<file path="config.mk">
export PLATFORM = sky130hd
export DESIGN_NAME = alu_mul_seq
export DESIGN_NICKNAME = d
export VERILOG_FILES = /design/src/rtl/alu_mul_seq.sv
export SDC_FILE = /design/constraint.sdc
export NUM_CORES = 1
export LEC_CHECK = 0
export CAP_MARGIN = 20
export CORE_AREA = 2 2 84 102
export DETAILED_ROUTE_END_ITERATION = 8
export DIE_AREA = 0 0 86 104
export PLACE_DENSITY_LB_ADDON = 0.12
export SLEW_MARGIN = 0
export SYNTH_ARGS = -nofsm -noshare
export SYNTH_HDL_FRONTEND = slang
export SYNTH_SLANG_ARGS = --single-unit
</file>
<file path="constraint.sdc">
create_clock -name clk -period 3.2 [get_ports clk]
set_input_delay 0.48 -clock clk [delete_from_list [all_inputs] [get_ports clk]]
set_output_delay 0.48 -clock clk [all_outputs]
set_load 0.02 [all_outputs]
</file>
<file path="src/rtl/alu_mul_seq.sv">
// ---------------------------------------------------------------------------
// alu_mul_seq -- sequential shift-and-add multiplier coprocessor.
//
// The Hack ALU (module ALU, kept in this file) is the only adder. Each
// accumulate step and each multiplicand doubling is one ALU add, so one
// multiplier bit takes two cycles (ADD then DBL). The result is the low WIDTH
// bits of a*b. Two's-complement and unsigned operands give the same low bits.
//
// Ports (alu_mul_seq):
//   clk      in   rising-edge clock
//   reset    in   synchronous, active-high reset
//   start    in   request pulse, sampled only while busy=0
//   a, b     in   multiplicand / multiplier, latched when start is accepted
//   busy     out  high while an operation is in progress (registered)
//   done     out  one-cycle pulse when product is valid (registered)
//   product  out  low WIDTH bits of a*b, held until the next done
//   zr, ng   out  product==0 / product sign bit, held with product
//
// Ports (ALU): x, y operands; zx/nx/zy/ny/f/no Hack control bits;
//   out result; zr/ng result flags.
// ---------------------------------------------------------------------------

module ALU #(
    parameter int WIDTH = 16
) (
    input  logic [WIDTH-1:0] x,
    input  logic [WIDTH-1:0] y,
    input  logic             zx,
    input  logic             nx,
    input  logic             zy,
    input  logic             ny,
    input  logic             f,
    input  logic             no,
    output logic [WIDTH-1:0] out,
    output logic             zr,
    output logic             ng
);

    logic [WIDTH-1:0] x_s;
    logic [WIDTH-1:0] y_s;
    logic [WIDTH-1:0] f_s;
    logic [WIDTH-1:0] out_s;

    // Hack ALU: optional zero/invert of each operand, add or AND, optional
    // invert of the result.
    always_comb begin
        x_s   = zx ? {WIDTH{1'b0}} : x;
        x_s   = nx ? ~x_s : x_s;
        y_s   = zy ? {WIDTH{1'b0}} : y;
        y_s   = ny ? ~y_s : y_s;
        f_s   = f ? (x_s + y_s) : (x_s & y_s);
        out_s = no ? ~f_s : f_s;
    end

    assign out = out_s;
    assign zr  = (out_s == {WIDTH{1'b0}});
    assign ng  = out_s[WIDTH-1];

endmodule

module alu_mul_seq #(
    parameter int WIDTH = 16
) (
    input  logic             clk,
    input  logic             reset,
    input  logic             start,
    input  logic [WIDTH-1:0] a,
    input  logic [WIDTH-1:0] b,
    output logic             busy,
    output logic             done,
    output logic [WIDTH-1:0] product,
    output logic             zr,
    output logic             ng
);

    typedef enum logic [1:0] {
        ST_IDLE = 2'd0,
        ST_ADD  = 2'd1,
        ST_DBL  = 2'd2
    } state_t;

    state_t           state_r;
    logic [WIDTH-1:0] acc_r;
    logic [WIDTH-1:0] mcand_r;
    logic [WIDTH-1:0] mplier_r;
    logic             busy_r;
    logic             done_r;
    logic [WIDTH-1:0] product_r;
    logic             zr_r;
    logic             ng_r;

    logic [WIDTH-1:0] alu_x_s;
    logic [WIDTH-1:0] alu_y_s;
    logic [WIDTH-1:0] alu_out_s;
    logic             alu_zr_s;
    logic             alu_ng_s;
    logic             alu_flags_unused_s;

    // ALU operand select: accumulate in ADD, self-add (doubling) in DBL.
    always_comb begin
        alu_x_s = {WIDTH{1'b0}};
        alu_y_s = {WIDTH{1'b0}};
        case (state_r)
            ST_ADD: begin
                alu_x_s = acc_r;
                alu_y_s = mcand_r;
            end
            ST_DBL: begin
                alu_x_s = mcand_r;
                alu_y_s = mcand_r;
            end
            default: begin
                alu_x_s = {WIDTH{1'b0}};
                alu_y_s = {WIDTH{1'b0}};
            end
        endcase
    end

    // Control bits hard-wired to x+y.
    ALU #(.WIDTH(WIDTH)) u_alu (
        .x   (alu_x_s),
        .y   (alu_y_s),
        .zx  (1'b0),
        .nx  (1'b0),
        .zy  (1'b0),
        .ny  (1'b0),
        .f   (1'b1),
        .no  (1'b0),
        .out (alu_out_s),
        .zr  (alu_zr_s),
        .ng  (alu_ng_s)
    );

    // The ALU flags describe the intermediate sum, not the final product.
    assign alu_flags_unused_s = alu_zr_s ^ alu_ng_s;

    // Multiplier FSM with all outputs registered; busy tracks next state.
    always_ff @(posedge clk) begin
        if (reset) begin
            state_r   <= ST_IDLE;
            acc_r     <= {WIDTH{1'b0}};
            mcand_r   <= {WIDTH{1'b0}};
            mplier_r  <= {WIDTH{1'b0}};
            busy_r    <= 1'b0;
            done_r    <= 1'b0;
            product_r <= {WIDTH{1'b0}};
            zr_r      <= 1'b1;
            ng_r      <= 1'b0;
        end else begin
            done_r <= 1'b0;
            case (state_r)
                ST_IDLE: begin
                    if (start) begin
                        mcand_r  <= a;
                        mplier_r <= b;
                        acc_r    <= {WIDTH{1'b0}};
                        state_r  <= ST_ADD;
                        busy_r   <= 1'b1;
                    end else begin
                        busy_r   <= 1'b0;
                    end
                end
                ST_ADD: begin
                    // Loop ends once no multiplier bits remain, so short
                    // multipliers finish early.
                    if (mplier_r == {WIDTH{1'b0}}) begin
                        product_r <= acc_r;
                        zr_r      <= (acc_r == {WIDTH{1'b0}});
                        ng_r      <= acc_r[WIDTH-1];
                        done_r    <= 1'b1;
                        state_r   <= ST_IDLE;
                        busy_r    <= 1'b0;
                    end else begin
                        if (mplier_r[0]) begin
                            acc_r <= alu_out_s;
                        end else begin
                            acc_r <= acc_r;
                        end
                        state_r <= ST_DBL;
                        busy_r  <= 1'b1;
                    end
                end
                ST_DBL: begin
                    // Doubling may wrap to zero; later adds then contribute 0.
                    mcand_r  <= alu_out_s;
                    mplier_r <= {1'b0, mplier_r[WIDTH-1:1]};
                    state_r  <= ST_ADD;
                    busy_r   <= 1'b1;
                end
                default: begin
                    state_r <= ST_IDLE;
                    busy_r  <= 1'b0;
                end
            endcase
        end
    end

    assign busy    = busy_r;
    assign done    = done_r;
    assign product = product_r;
    assign zr      = zr_r;
    assign ng      = ng_r;

endmodule

</file>
Word-level counts from Yosys, hierarchy flattened
Cells that the tools add are included.
{ "word_totals": {"output_inout_bits": 20, "ff_bits": 70} }
{ "classes": {"bitwise": 1, "reduce_logical": 10, "addsub": 1, "n_eq_ne": 5, "mux": 17} }
{ "op_table": {"columns": ["op", "n"], "rows": [
  ["one-hot mux 16 bit (2 select lines)", 4],
  ["two-way mux 16 bit", 6],
  ["logical NOT 16 bit", 2],
  ["adder 16 bit", 1],
  ["!= test 2 bit, second input constant", 3],
  ["one-hot mux 2 bit (3 select lines)", 1],
  ["two-way mux 2 bit", 2],
  ["AND reduction 2 bit", 2],
  ["AND reduction 4 bit", 1],
  ["nonzero test 2 bit", 2],
  ["OR reduction 2 bit", 2],
  ["two-way mux 1 bit", 3],
  ["one-hot mux 1 bit (3 select lines)", 1],
  ["== test 2 x 1 -> 1 bit, second input constant", 1],
  ["== test 2 bit, second input constant", 1],
  ["logical NOT 2 bit", 1],
  ["NOT 1 bit", 1]
]} }

Longest topological paths before layout
{ "depth": {"depth_word": 7, "ltp_mapped": 14, "mapped_depth_nobuf": 12} }

Hierarchy
From an unflattened synthesis, not the netlist that was laid out.
{ "unflattened": {"cells_unflattened": 561, "area_unflattened_um2": 4914.7} }
{ "modules_own_cells": {"columns": ["mod", "seq_area_each_um2", "area_per_inst_um2", "cells_per_inst", "n_inst"], "rows": [
  ["alu_mul_seq", 1381.3, 3007.9, 294, 1],
  ["ALU", 0.0, 1906.8, 267, 1]
]} }

Worst setup path before layout
Ideal clock, no wire load.
{ "synth_timing": {"kind": "reg2reg", "start": "register state_r[0]", "end": "register acc_r[14]", "t_required_ns": 3.083, "n_path_buf": 2, "slack_ns": 0.025, "arrival_time_ns": 3.058, "path_stages_with_launch": 15, "cell_sequence": "dfxtp_1 > inv_1 > ha_1 > clkbuf_1 > and2_1 > clkbuf_1 > a22o_1 > ha_1 > fa_1 > a21o_1 > a221oi_2 > o21ai_2 > a21boi_2 > mux2i_1 > a32o_1"} }
{ "synth_via": {"elab_chain_cells": 7, "elab_cells_between_ends": 15, "classes_between": "1 x add/sub; 5 x eq/ne; 5 x mux; 4 x reduce/logical"} }
{ "synth_lines": {"columns": ["element", "line_no", "rtl"], "rows": [
  ["start, declared", "82", "state_t state_r;"],
  ["start signal, assigned", "140", "state_r <= ST_IDLE;"],
  ["start signal, assigned", "157", "state_r <= ST_ADD;"],
  ["start signal, assigned", "171", "state_r <= ST_IDLE;"],
  ["== test 2 x 1 -> 1 bit / == test 2 bit (equally long branches)", "103, 151", null],
  ["OR reduction 2 bit (no source line)", null, null],
  ["two-way mux 16 bit", "103", "case (state_r)"],
  ["adder 16 bit", "51", "f_s = f ? (x_s + y_s) : (x_s & y_s);"],
  ["two-way mux 16 bit", "174", "if (mplier_r[0]) begin"],
  ["two-way mux 16 bit", "166", "if (mplier_r == {WIDTH{1'b0}}) begin"],
  ["one-hot mux 16 bit (2 select lines)", "151", "case (state_r)"],
  ["end signal, assigned", "156", "acc_r <= {WIDTH{1'b0}};"],
  ["end signal, assigned", "175", "acc_r <= alu_out_s;"],
  ["end signal, assigned", "177", "acc_r <= acc_r;"],
  ["end, declared", "83", "logic [WIDTH-1:0] acc_r;"]
]} }
Parallel ways exist; a longest one is shown, timed or not. The select of a mux whose other input is x is not followed.
A chain may end at the register's enable or synchronous reset.

Worst setup path in the final report
{ "layout_timing": {"start": "register state_r[1]", "end": "register acc_r[14]"} }
Same word-level chain as after synthesis.

==> impl_metrics.sql <==
INSERT INTO impl_metrics (metric_group, metric, value, unit) VALUES
('status', 'run_status', 'completed', ''),
('placement', 'place_hpwl', '6800', 'microns'),
('yosys', 'yosys_cell_types', '46', ''),
('routing', 'route.detailed.wl_per_inst', '16.9', 'microns'),
('clock_tree', 'clock-root-buffer', 'sky130_fd_sc_hd__clkbuf_8', ''),
('pwr', 'leakagePower', '0.00195', 'uW'),
('clock_tree', 'clk_latency', '0.35', 'ns'),
('clock_tree', 'cts_buffer_depth', '2', ''),
('placement', 'post_place_setup_slack', '0.113', 'ns'),
('die', 'die_area', '8940', 'sq um'),
('timing', 'timing.final.hold_violations', '0', ''),
('timing', 'fin_ws', '0.187', 'ns'),
('setup_path', 'critical_path_required', '3.50', 'ns'),
('global_route', 'grt_max_degree', '50', ''),
('placement', 'place.port_buffers', '54', ''),
('global_route', 'leftover_overflow_at_the_end_of_global_routing', '0', ''),
('hold_path', 'hold_class', 'register to register', ''),
('die', 'std_cell_rows', '36', ''),
('timing', 'final.period_utilization', '0.942', ''),
('yosys', 'synth_cells', '426', ''),
('yosys', 'seq_cells_post_synth', '69', ''),
('die', 'die_height', '104', 'microns'),
('yosys', 'synth_largest_area_cell', 'sky130_fd_sc_hd__dfxtp_1', ''),
('timing', 'worst_clock_skew', '0.0120', 'ns'),
('timing', 'slew_viols_final', '0', ''),
('clock_tree', 'numClockSinks', '69', ''),
('global_route', 'number_of_global_route_vias_before_repair', '3305', ''),
('yosys', 'syn-num-nets', '482', ''),
('die', 'die_width', '86', 'microns'),
('final_layout', 'fin_nets', '535', ''),
('setup_path', 'regToRegStartpoint', 'state_r[1]$_SDFFE_PP0N_', ''),
('timing', 'relSlewSlack', '0.448', ''),
('yosys', 'synth_area_leaders', 'sky130_fd_sc_hd__dfxtp_1 (37%), sky130_fd_sc_hd__mux2i_1 (11%), sky130_fd_sc_hd__ha_1 (6.6%)', ''),
('yosys', 'synth-async-reset-ratio', '0', ''),
('yosys', 'synth.avg_cell_area', '8.86', 'sq um'),
('global_route', 'globalRouteTotalUtil', '0.225', ''),
('routing', 'dr.first_iter.drc_count', '181', ''),
('pwr', 'p_sw', '885', 'uW'),
('die', 'core_region_area', '7970', 'sq um'),
('pwr', 'internal_power', '1690', 'uW'),
('clock_tree', 'cts_hold_repair.buffers', '0', ''),
('setup_path', 'worstSetupEndpoint', 'acc_r[14]$_SDFFE_PP0P_', ''),
('placement', 'placed_cell_area', '4440', 'sq um'),
('pwr', 'comb_power_share', '0.301', ''),
('placement', 'gpl.final_weighted_congestion', '0.930', ''),
('setup_path', 'setup.worst_path.end_class', 'register', ''),
('clock_tree', 'postCtsSetupRepairBufs', '0', ''),
('final_layout', 'finalCoreUtilization', '0.592', ''),
('yosys', 'synth_enable_flop_cells', '0', ''),
('setup_path', 'cp-startpoint', 'state_r[1]$_SDFFE_PP0N_', ''),
('setup_path', 'reg2reg_depth', '12', ''),
('setup_path', 'startpoint_type', 'register', ''),
('final_layout', 'stdcell_area', '4720', 'sq um'),
('routing', 'drt-total-wl', '9760', 'microns'),
('pwr', 'irDropWorstVdd', '354', 'uV'),
('clock_tree', 'clock_tree_from_tritoncts', 'built', ''),
('job', 'cap_viol_max_count', '0', ''),
('timing', 'timing_worst_slew_pin_value', '0.826', 'ns'),
('yosys', 'synth_commonest_cells', 'sky130_fd_sc_hd__dfxtp_1 (69), sky130_fd_sc_hd__nor2_1 (55), sky130_fd_sc_hd__mux2i_1 (41)', ''),
('yosys', 'synth-main-ff-cell', 'sky130_fd_sc_hd__dfxtp_1', ''),
('global_route', 'grt_antenna_before_repair', '0', ''),
('pwr', 'power.clock.fraction', '0.290', ''),
('yosys', 'post-synth-top-count-cell', 'sky130_fd_sc_hd__dfxtp_1', ''),
('yosys', 'synth_top_area_share', '0.366', ''),
('setup_path', 'crit_type', 'register to register', ''),
('yosys', 'post_synth_instance_area', '3780', 'sq um'),
('pwr', 'total_power', '2580', 'uW'),
('clock_tree', 'cts_resized', '0', ''),
('routing', 'dr.pass1.iters', '4', ''),
('pwr', 'cellPowerDensity', '546', 'nW/um^2'),
('final_layout', 'final_layout_size_suffix_gt1_frac', '0.116', '');
[layout by cell type, fill, tap and decap left out, types with 8 or more instances in the layout]
cell                              netlist  routed
sky130_fd_sc_hd__a211oi_1              25      24
sky130_fd_sc_hd__a21oi_1               17      16
sky130_fd_sc_hd__a22o_1                17      17
sky130_fd_sc_hd__and2_1                19      19
sky130_fd_sc_hd__buf_4                  1      15
sky130_fd_sc_hd__clkbuf_8               0      11
sky130_fd_sc_hd__clkdlybuf4s50_1        0      53
sky130_fd_sc_hd__dfxtp_1               69      69
sky130_fd_sc_hd__ha_1                  20      16
sky130_fd_sc_hd__mux2i_1               41      41
sky130_fd_sc_hd__nand2_1               24      24
sky130_fd_sc_hd__nor2_1                55      55
sky130_fd_sc_hd__nor4_1                 9       9
sky130_fd_sc_hd__o21ai_0               15      15
sky130_fd_sc_hd__xnor2_1                9       8
[stage by stage]
stage	hold slack (ns)	std cells
3_3_place_gp	0.449	563
6_report	0.482	579
4_1_cts	0.482	579
5_1_grt	0.504	579
2_1_floorplan	0.441	426
3_5_place_dp	0.474	563
[critical path, cell delays in order (launching register included)]
cell	delay, ns
sky130_fd_sc_hd__dfxtp_1	0.31
sky130_fd_sc_hd__inv_1	0.15
sky130_fd_sc_hd__ha_4	0.23
sky130_fd_sc_hd__and2_1	0.18
sky130_fd_sc_hd__a22o_1	0.24
sky130_fd_sc_hd__ha_1	0.24
sky130_fd_sc_hd__fa_2	0.37
sky130_fd_sc_hd__a21o_4	0.23
sky130_fd_sc_hd__a221oi_4	0.25
sky130_fd_sc_hd__o21ai_2	0.10
sky130_fd_sc_hd__a21boi_2	0.20
sky130_fd_sc_hd__mux2i_1	0.26
sky130_fd_sc_hd__a32o_1	0.19
[sequential cells by signal (all words and copies together) (netlist names)]
signal / cells
state_r: 2
busy: 1
done: 1
acc_r: 16
mcand_r: 16
product: 16
mplier_r: 16
zr: 1
[kinds of logic after synthesis]
kind of cell / synth area share
compound gates: 0.215
xor+xnor: 0.0302
fa+ha+maj: 0.0716
buf+inv: 0.0371
flops: 0.366
mux: 0.109
simple gates: 0.172
[cell type report]
cell class                      instances  area [sq um]  area share
Clock inverter                          5          58.8      0.0125
Timing Repair Buffer                   69           648       0.137
Multi-Input combinational cell        323          2340       0.495
Sequential cell                        69          1380       0.293
Tap cell                               95           119      0.0252
Clock buffer                           11           151      0.0321
Inverter                                7          26.3     0.00557
[power by group through the flow]
| stage | Sequential [uW] | Combinational, uW | Clock [uW] |
|---|---|---|---|
| 2_1_floorplan | 1050 | 520 | 0 |
| 3_3_place_gp | 1070 | 738 | 0 |
| 3_5_place_dp | 1070 | 754 | 0 |
| 4_1_cts | 1050 | 757 | 762 |
| 5_1_grt | 1070 | 861 | 798 |
| 6_report | 1050 | 777 | 748 |
[per-layer routing]
layer	track usage	routed length, microns
met1	0.289	4210
met4	0.108	288
met3	0.0587	511
met2	0.347	4750
met5	0	0
[worst min-delay path by stage]
stage,startpoint,to,slack [ns],depth (start not counted)
after floorplan,mcand_r[2]$_SDFFE_PP0P_,mcand_r[2]$_SDFFE_PP0P_,0.44,2
after CTS,mcand_r[2]$_SDFFE_PP0P_,mcand_r[2]$_SDFFE_PP0P_,0.48,2
final,mcand_r[2]$_SDFFE_PP0P_,mcand_r[2]$_SDFFE_PP0P_,0.48,2
after global routing,mcand_r[10]$_SDFFE_PP0P_,mcand_r[10]$_SDFFE_PP0P_,0.50,2
after global placement,zr$_SDFFE_PP1P_,zr$_SDFFE_PP1P_,0.45,1
after detailed placement,mcand_r[2]$_SDFFE_PP0P_,mcand_r[2]$_SDFFE_PP0P_,0.47,2
Note: power is estimated with default switching activity, not from simulation.
